File: src/rtl/calc_pkg.sv
// calc_pkg: shared state codes, ALU op encodings and register addresses
package calc_pkg;
    typedef enum logic [3:0] {
        S0_IDLE   = 4'd0,
        S1_LOAD1  = 4'd1,
        S2_LOAD2  = 4'd2,
        S3_EXEC   = 4'd3,
        S4_STORE  = 4'd4,
        S5_OUTPUT = 4'd5,
        S6_DONE   = 4'd6
    } state_t;
    localparam logic [2:0] OP_ADD = 3'b000;
    localparam logic [2:0] OP_SUB = 3'b001;
    localparam logic [2:0] OP_AND = 3'b010;
    localparam logic [2:0] OP_OR  = 3'b011;
    localparam logic [2:0] OP_XOR = 3'b100;
    localparam logic [2:0] OP_NOT = 3'b101;
    localparam logic [2:0] OP_SHL = 3'b110;
    localparam logic [2:0] OP_SHR = 3'b111;
    localparam logic [1:0] RA_R1 = 2'd1;
    localparam logic [1:0] RA_R2 = 2'd2;
    localparam logic [1:0] RA_R3 = 2'd3;
endpackage

File: src/rtl/reg_file_4x4.sv
// reg_file_4x4: 4 x W registers, one sync write port, two async read ports gated to 0 when disabled
module reg_file_4x4 #(
    parameter int W = 4
) (
    input  logic         clk,
    input  logic         rst,
    input  logic         i_we,
    input  logic [1:0]   i_wa,
    input  logic [W-1:0] i_wd,
    input  logic         i_rea,
    input  logic [1:0]   i_ra,
    input  logic         i_reb,
    input  logic [1:0]   i_rb,
    output logic [W-1:0] o_rda,
    output logic [W-1:0] o_rdb
);
    logic [W-1:0] r_mem [4];

    // storage array, cleared by the active-low async reset
    always_ff @(posedge clk or negedge rst) begin
        if (!rst) r_mem <= '{default: '0};
        else if (i_we) r_mem[i_wa] <= i_wd;
    end

    assign o_rda = i_rea ? r_mem[i_ra] : '0;
    assign o_rdb = i_reb ? r_mem[i_rb] : '0;
endmodule

File: src/rtl/calc_ctrl_dp.sv
// calc_ctrl_dp: sequenced load/execute/store calculator with a 7-state controller and small ALU
module calc_ctrl_dp
    import calc_pkg::*;
#(
    parameter int W = 4
) (
    input  logic         clk,
    input  logic         rst,
    input  logic         Go,
    input  logic [2:0]   Op,
    input  logic [W-1:0] in1,
    input  logic [W-1:0] in2,
    output logic [3:0]   CS,
    output logic         Done,
    output logic [W-1:0] Out
);
    state_t       r_state, w_next;
    logic         r_go_q, r_armed, w_go_evt;
    logic [2:0]   r_op_q;
    logic [W-1:0] r_alu_q, r_out, w_alu, w_rda, w_rdb, w_wd;
    logic         w_we, w_rea, w_reb;
    logic [1:0]   w_wa, w_ra, w_rb;

    // r_armed stays low until Go is seen low, so a Go held across reset release cannot start an op
    assign w_go_evt = Go & ~r_go_q & r_armed;

    // Go history and arming for rising-edge detection
    always_ff @(posedge clk or negedge rst) begin
        if (!rst) begin
            r_go_q  <= 1'b0;
            r_armed <= 1'b0;
        end else begin
            r_go_q  <= Go;
            r_armed <= r_armed | ~Go;
        end
    end

    // state register
    always_ff @(posedge clk or negedge rst) begin
        if (!rst) r_state <= S0_IDLE;
        else r_state <= w_next;
    end

    // next state and register-file port controls
    always_comb begin
        w_next = S0_IDLE;
        w_we   = 1'b0;
        w_wa   = RA_R1;
        w_wd   = r_alu_q;
        w_rea  = 1'b0;
        w_ra   = RA_R1;
        w_reb  = 1'b0;
        w_rb   = RA_R2;
        case (r_state)
            S0_IDLE:   w_next = w_go_evt ? S1_LOAD1 : S0_IDLE;
            S1_LOAD1:  begin w_next = S2_LOAD2;  w_we = 1'b1; w_wa = RA_R1; w_wd = in1; end
            S2_LOAD2:  begin w_next = S3_EXEC;   w_we = 1'b1; w_wa = RA_R2; w_wd = in2; end
            S3_EXEC:   begin w_next = S4_STORE;  w_rea = 1'b1; w_reb = 1'b1; end
            S4_STORE:  begin w_next = S5_OUTPUT; w_we = 1'b1; w_wa = RA_R3; end
            S5_OUTPUT: begin w_next = S6_DONE;   w_rea = 1'b1; w_ra = RA_R3; end
            S6_DONE:   w_next = w_go_evt ? S1_LOAD1 : S6_DONE;
            default:   w_next = S0_IDLE;
        endcase
    end

    // ALU on read ports A/B, all results wrap to W bits
    always_comb begin
        w_alu = '0;
        case (r_op_q)
            OP_ADD: w_alu = w_rda + w_rdb;
            OP_SUB: w_alu = w_rda - w_rdb;
            OP_AND: w_alu = w_rda & w_rdb;
            OP_OR:  w_alu = w_rda | w_rdb;
            OP_XOR: w_alu = w_rda ^ w_rdb;
            OP_NOT: w_alu = ~w_rda;
            OP_SHL: w_alu = w_rda << 1;
            OP_SHR: w_alu = w_rda >> 1;
            default: w_alu = '0;
        endcase
    end

    // op capture, ALU result and output registers, each loaded only in its own state
    always_ff @(posedge clk or negedge rst) begin
        if (!rst) begin
            r_op_q  <= '0;
            r_alu_q <= '0;
            r_out   <= '0;
        end else begin
            if (r_state == S1_LOAD1) r_op_q <= Op;
            if (r_state == S3_EXEC) r_alu_q <= w_alu;
            if (r_state == S5_OUTPUT) r_out <= w_rda;
        end
    end

    reg_file_4x4 #(.W(W)) u_rf (
        .clk   (clk),
        .rst   (rst),
        .i_we  (w_we),
        .i_wa  (w_wa),
        .i_wd  (w_wd),
        .i_rea (w_rea),
        .i_ra  (w_ra),
        .i_reb (w_reb),
        .i_rb  (w_rb),
        .o_rda (w_rda),
        .o_rdb (w_rdb)
    );

    assign CS   = r_state;
    assign Done = (r_state == S6_DONE);
    assign Out  = r_out;
endmodule

File: config.mk
export PLATFORM = sky130hd
export DESIGN_NAME = calc_ctrl_dp
export DESIGN_NICKNAME = d
export VERILOG_FILES = /design/src/rtl/calc_pkg.sv /design/src/rtl/reg_file_4x4.sv /design/src/rtl/calc_ctrl_dp.sv
export SDC_FILE = /design/constraint.sdc
export NUM_CORES = 1
export LEC_CHECK = 0
export CAP_MARGIN = 25
export CORE_MARGIN = 3
export CORE_UTILIZATION = 61
export DETAILED_ROUTE_END_ITERATION = 8
export PLACE_DENSITY = 0.85
export SLEW_MARGIN = 20
export SYNTH_ARGS = -nofsm -noshare
export SYNTH_HDL_FRONTEND = slang
export SYNTH_HIERARCHICAL = 1
export SYNTH_SLANG_ARGS = --single-unit
File: constraint.sdc
create_clock -name clk -period 5.5 [get_ports clk]
set_clock_uncertainty 0.05 [all_clocks]
set_input_delay 1.1 -clock clk [delete_from_list [all_inputs] [get_ports clk]]
set_output_delay 1.1 -clock clk [all_outputs]
set_load 0.05 [all_outputs]
==> reports/metrics.cfg, run 1 <==
[sta]
holdWs_ns=0.429
slew_violations=0
tns_ns=0
rsz0062_at_grt=false
final-hold-violation-count=0
fin_crit_sh=0.703
slew_headroom=0.578
min_period_ns=3.86
worstMarginPinSlew_ns=0.634
fmax_ghz=0.259
setup_ws_ns=1.64
finalSetupViolCount=0

[worst_setup_path]
critPathRequiredTime_ns=5.66
critPathCapture=r_alu_q[1]
end_kind=register
r2r_cells=11
reg2reg_from=CS[0]
crit_fanout=10
setup.worst_path.start=CS[0]
reg2reg_slack_ns=1.64
critical_path_class=reg2reg
r2r-end=r_alu_q[1]
cp.arrival_ns=4.03
start_kind=register

[placed_design]
dp.cells=280
place_area_um2=2430
place_ws_ns=1.65
gp_congestion=0.936
dp_hpwl_mm=3.61
io_buffers=21

[floorplan]
die_w_um=66.2
core.rowCount=21
ios=23
die_area_um2=4380
die_h_um=66.2
coreArea_um2=3420
start_util=0.647

[synthesis]
synth_top_area_cell=dfrtp_1
synth_cell_types=44
ys_ff_latch=32
synthXorXnorAreaFrac=0.0159
syn_inst=220
synth.top_cells.by_area=dfrtp_1 (36%), mux2_2 (9.7%), mux2i_1 (8.6%), ha_1 (6.8%), nand2_1 (4.1%)
synth_top_family_by_area=multiplexers
yosys_most_used_dff=dfrtp_1
synth_most_common_cell=dfrtp_1
synth_adder_area_share=0.0770
syn-mean-instance-area_um2=10.0
ys_top_cells_by_count=dfrtp_1 (32), nand2_1 (24), mux2_2 (19), mux2i_1 (19), inv_1 (13)
synth_warnings=6
synth_area_um2=2210
synth-simple-area-share=0.157
synth-compound-area-share=0.138
synth_enable_flop_cells=0
synth.area.mux_share=0.195
yosysSeqAreaShare=0.362
async_reset_ff_frac=1.00
synth_top_area_frac=0.362

[cts]
cts_hold_buf=0
postCtsSetupBuffers=0
root_buffer=clkbuf_4
h-tree-depth=2
clkLatencyLatePin_ns=0.34
clk_pin_slew_ns=0.10
cts_made_buffers=5
cts_tree=done
cts_buffer_depth=2
cts_sinks=32
cts_resized=0

[drt]
drt_iter0_drc=142
first_pass_iters=4
wirelength_mm=4.66
vias=1749
drt-wirelength-per-cell_um=16.2
via_per_inst=6.07
ant_nets=0
drc=0

[layout]
fin_util=0.735
final_area_um2=2510
final_cells=288
drive_above_1_share=0.140
fin_nets=268
nFillCells=258
diodes=0
area_delta_synth_final_pct=13.6

[flow_run]
max-cap-violations=0

[hold_path]
hp-start=r_armed
hp-class=reg2reg

[power_and_ir_drop]
intPower_uw=799
combPwrFrac=0.552
p_sw_uw=675
power_mw=1.47
power.density_nw_per_um2=587
p_leak_nw=1.07
vdd_drop_max_mv=0.418
swShare=0.458
clkPwrFrac=0.120
p_seq_frac=0.328

[global_route]
grt_max_degree=33
antenna_found_initial=0
first_global_vias=1726
grt_pass1_wl_mm=7.89
track_usage=0.243
grt_overflow=0

[outcome]
outcome=finished, final reports clean

-- kinds of logic (layout without fill, tap and decap cells) --
kind of cell | Yosys count | count (layout)
other | 2 | 6
multiplexers | 39 | 39
flip-flops | 32 | 32
adder cells (fa/ha/maj) | 13 | 13
XOR/XNOR | 4 | 4
AND/OR/NAND/NOR | 62 | 62
buffers and inverters | 25 | 43
AO/OA/AOI/OAI | 43 | 43
-- metal layers --
| layer | vias up | global-route usage | wire length [µm] | part of all wire |
|---|---|---|---|---|
| li1 | 820 | - | - | - |
| met1 | 849 | 0.312 | 1980 | 0.42 |
| met2 | 68 | 0.384 | 2220 | 0.48 |
| met3 | 12 | 0.0782 | 375 | 0.081 |
| met4 | 0 | 0.0863 | 85 | 0.018 |
| met5 | - | 0 | 0 | 0 |
-- power groups by stage --
stage / Sequential [mW] / Combinational [mW] / Clock (mW)
after floorplan: 0.468 / 0.632 / 0
after global placement: 0.478 / 0.790 / 0
after detailed placement: 0.484 / 0.807 / 0
after CTS: 0.479 / 0.811 / 0.182
after global routing: 0.501 / 0.891 / 0.191
final: 0.483 / 0.814 / 0.177
-- cell type report --
type                            instances  area, µm²  area share
Clock buffer                            6       41.3      0.0164
Clock inverter                          2       35.0      0.0140
Inverter                               13       48.8      0.0194
Multi-Input combinational cell        167       1310       0.522
Sequential cell                        32        801       0.319
Tap cell                               46       57.6      0.0229
Timing Repair Buffer                   22        218      0.0867
-- worst max-delay path, stage by stage, from the launching register on --
cell and delay (ns):
dfrtp_1 0.49, nor2b_1 0.52, nand2_1 0.32, inv_1 0.40, mux2i_1 0.14, o22ai_1 0.52
inv_1 0.18, ha_1 0.33, nand3b_1 0.09, a21oi_1 0.07, a2111oi_0 0.47, o21ai_0 0.17
-- sequential cells by signal, summed over array words and instances, names as in the netlist --
name,cells
CS,3
r_armed,1
Out,4
r_alu_q,4
u_rf/r_mem,16
r_go_q,1
r_op_q,3
-- worst min path at each step --
stage                     slack, ns       to  cells past startpoint
after floorplan                0.38  r_armed                      1
after global placement         0.40  r_armed                      1
after detailed placement       0.41  r_armed                      1
after CTS                      0.44  r_armed                      1
after global routing           0.47   Out[1]                      2
final                          0.43  r_armed                      1
-- cells in the final DEF, fill, tap and decap left out, types with 2 or more instances in the layout --
| cell | n |
|---|---|
| ha_1 | 12 |
| a22oi_1 | 4 |
| xor2_1 | 2 |
| nor3_1 | 4 |
| nor3b_4 | 2 |
| xnor2_1 | 2 |
| o22ai_1 | 8 |
| dfrtp_1 | 32 |
| conb_1 | 6 |
| o21ai_0 | 12 |
| inv_1 | 13 |
| o31ai_1 | 2 |
| nor2_1 | 9 |
| clkbuf_4 | 5 |
| a21o_1 | 3 |
| a21oi_1 | 3 |
| clkdlybuf4s50_1 | 21 |
| nand2_1 | 24 |
| nand2b_1 | 8 |
| nor2b_1 | 3 |
| nand3b_1 | 5 |
| mux2i_1 | 19 |
| mux2_2 | 19 |
Power figures use the tool's default switching activity.
==> inputs of run 2 (changes only) <==
--- a/config.mk
+++ b/config.mk
@@ -7,9 +7,9 @@
 export LEC_CHECK = 0
 export CAP_MARGIN = 25
 export CORE_MARGIN = 3
-export CORE_UTILIZATION = 61
+export CORE_UTILIZATION = 57
 export DETAILED_ROUTE_END_ITERATION = 8
-export PLACE_DENSITY = 0.85
+export PLACE_DENSITY = 0.8
 export SLEW_MARGIN = 20
 export SYNTH_ARGS = -nofsm -noshare
 export SYNTH_HDL_FRONTEND = slang
==> constraint.sdc (replaced) <==
create_clock -name clk -period 3.6 [get_ports clk]
set_clock_uncertainty 0.05 [all_clocks]
set_input_delay 0.72 -clock clk [delete_from_list [all_inputs] [get_ports clk]]
set_output_delay 0.72 -clock clk [all_outputs]
set_load 0.05 [all_outputs]
==> run 2 against run 1 <==
Die area rose by 6.4%. Critical path depth grew 1. First-iteration DRC count shrank 25%. Routed wire length is 0.11% lower. Global-route usage shrank 1.2 points. Combinational power rose by 58%. Utilization about the same. Largest cell class unchanged. Final cell count rose by 2.1%. Sequential cell count is the same. Hold slack got worse by 0.011 ns.
==> reports/metrics.cfg, run 2 (synthesized netlist as in run 1, its figures left out) <==
[drt]
ant_nets=0  ; unchanged
first_pass_iters=5  ; was 4
drt-wirelength-per-cell_um=15.8  ; was 16.2 µm
drc=0  ; unchanged
drt_iter0_drc=107  ; was 142
wirelength_mm=4.65  ; was 4.66 mm
via_per_inst=5.82  ; was 6.07
vias=1710  ; was 1749

[power_and_ir_drop]
swShare=0.441  ; was 0.458
vdd_drop_max_mv=0.533  ; was 0.418 mV
p_leak_nw=1.12  ; was 1.07 nW
p_sw_mw=1.04  ; was 675 µW
power_mw=2.35  ; was 1.47 mW
power.density_nw_per_um2=909  ; was 587 nW/µm²
intPower_mw=1.32  ; was 799 µW
combPwrFrac=0.548  ; was 0.552
clkPwrFrac=0.143  ; was 0.120
p_seq_frac=0.309  ; was 0.328

[hold_path]
hp-start=r_armed  ; unchanged
hp-class=reg2reg  ; unchanged
worst_hold_path.endpoint=r_armed  ; unchanged
min_delay_path_depth=1  ; unchanged

[layout]
fin_nets=274  ; was 268
largest_reg_flops=16  ; unchanged
multi_input_area_um2=1310  ; unchanged
drive_above_1_share=0.161  ; was 0.140
layout_common_cells=dfrtp_1 (32), nand2_1 (24), clkdlybuf4s50_1 (21), mux2i_1 (19), mux2_2 (19)  ; unchanged
mostFrequentLayoutCell=dfrtp_1  ; unchanged
nFillCells=281  ; was 258
area_delta_synth_final_pct=17.1  ; was 13.6%
regMostFlops=u_rf/r_mem  ; unchanged
seq_area_um2=801  ; unchanged
final_area_um2=2590  ; was 2510 µm²
diodes=0  ; unchanged

[global_route]
globalRouteMet2Util=0.345  ; was 0.384
grt_overflow=0  ; unchanged
grtUsageMet3=0.0509  ; was 0.0782
first_global_vias=1665  ; was 1726
antenna_found_initial=0  ; unchanged
grt_max_degree=33  ; unchanged
use_met1=0.319  ; was 0.312
grt_pass1_wl_mm=7.87  ; was 7.89 mm
top_usage_layer=met2  ; unchanged
track_usage=0.231  ; was 0.243

[sta]
slew_headroom=0.596  ; was 0.578
holdWs_ns=0.418  ; was 0.429 ns
worstMarginPinSlew_ns=0.605  ; was 0.634 ns
setup_ws_ns=0.281  ; was 1.64 ns
fin_crit_sh=0.922  ; was 0.703
rsz0062_at_grt=false  ; unchanged
tns_ns=0  ; unchanged
slew_violations=0  ; unchanged
fmax_ghz=0.301  ; was 0.259 GHz
finalSetupViolCount=0  ; unchanged
min_period_ns=3.32  ; was 3.86 ns
final-hold-violation-count=0  ; unchanged

[floorplan]
die_w_um=68.3  ; was 66.2 µm
core.rowCount=21  ; unchanged
coreArea_um2=3520  ; was 3420 µm²
die_h_um=68.3  ; was 66.2 µm
ios=23  ; unchanged
die_area_um2=4660  ; was 4380 µm²
start_util=0.628  ; was 0.647

[worst_setup_path]
crit_buf_inv=2  ; unchanged
reg2reg_slack_ns=0.28  ; was 1.64 ns
cp.arrival_ns=3.43  ; was 4.03 ns
slowest_stage=dfrtp_1  ; was nor2b_1
r2r_cells=12  ; was 11
r2r-end=r_alu_q[3]  ; was r_alu_q[1]
crit_cells=12  ; was 11
critical_path_class=reg2reg  ; unchanged
crit_family=compound AO/OA/AOI/OAI gates  ; unchanged
critPathRequiredTime_ns=3.71  ; was 5.66 ns
start_kind=register  ; unchanged
end_kind=register  ; unchanged
crit_chain=nand3b_2, inv_1, nand2b_1, o22ai_1, inv_1, ha_1, mux2i_1, ha_1, nor2b_1, o21a_1, a2111oi_4, nor3_1  ; was nor2b_1, nand2_1, inv_1, mux2i_1, o22ai_1, inv_1, ha_1, nand3b_1, a21oi_1, a2111oi_0, o21ai_0
slowest_delay_ns=0.44  ; was 0.52 ns
reg2reg_from=CS[2]  ; was CS[0]
crit_fanout=6  ; was 10

[placed_design]
place_ws_ns=0.307  ; was 1.65 ns
gp_congestion=0.879  ; was 0.936
dp_hpwl_mm=3.65  ; was 3.61 mm
place_area_um2=2480  ; was 2430 µm²
io_buffers=21  ; unchanged

[cts]
h-tree-depth=2  ; unchanged
clkLatencyLatePin_ns=0.29  ; was 0.34 ns
root_buffer=clkbuf_8  ; was clkbuf_4
cts_resized=0  ; unchanged
clk_pin_slew_ns=0.07  ; was 0.10 ns
cts_tree=done  ; unchanged
cts_sinks=32  ; unchanged
cts_made_buffers=5  ; unchanged
postCtsSetupBuffers=0  ; unchanged
cts_hold_buf=0  ; unchanged
cts_buffer_depth=2  ; unchanged

[outcome]
outcome=finished, final reports clean  ; unchanged

[flow_run]
max-cap-violations=0  ; unchanged

[run 2: per-layer routing]
| metal | wire length (µm) | part of all wire |
|---|---|---|
| met2 | 2130 | 0.46 |
| met1 | 2190 | 0.47 |
| met3 | 235 | 0.051 |
| met5 | 0 | 0 |
| met4 | 99 | 0.021 |
[run 2: cell type report]
class / instances / share of cell area
clock buffer: 6 / 0.0280
clock inverter: 2 / 0.0135
inverter: 13 / 0.0189
multi-input combinational: 167 / 0.506
sequential: 32 / 0.309
tap: 46 / 0.0222
timing repair buffer: 28 / 0.102
[run 2: how the worst max path moves through the flow]
stage	startpoint	end	slack, ns
after detailed placement	CS[2]	r_alu_q[3]	0.31
after floorplan	CS[1]	r_alu_q[3]	0.30
after global placement	CS[2]	r_alu_q[3]	0.37
after global routing	CS[2]	r_alu_q[3]	0.08
after CTS	CS[2]	r_alu_q[3]	0.31
final	CS[2]	r_alu_q[3]	0.28
[run 2: power groups by stage]
| stage | clock, mW | combinational (mW) | sequential (mW) |
|---|---|---|---|
| detailed placement | 0 | 1.28 | 0.729 |
| CTS | 0.342 | 1.29 | 0.723 |
| finish | 0.336 | 1.29 | 0.727 |
| global route | 0.361 | 1.41 | 0.753 |
| floorplan | 0 | 0.966 | 0.715 |
| global placement | 0 | 1.26 | 0.721 |
[run 2: metrics by stage]
stage               std cells  utilization
floorplan                 224            -
global placement          286        0.704
detailed placement        286        0.704
CTS                       294        0.735
global route              294        0.735
finish                    294        0.735
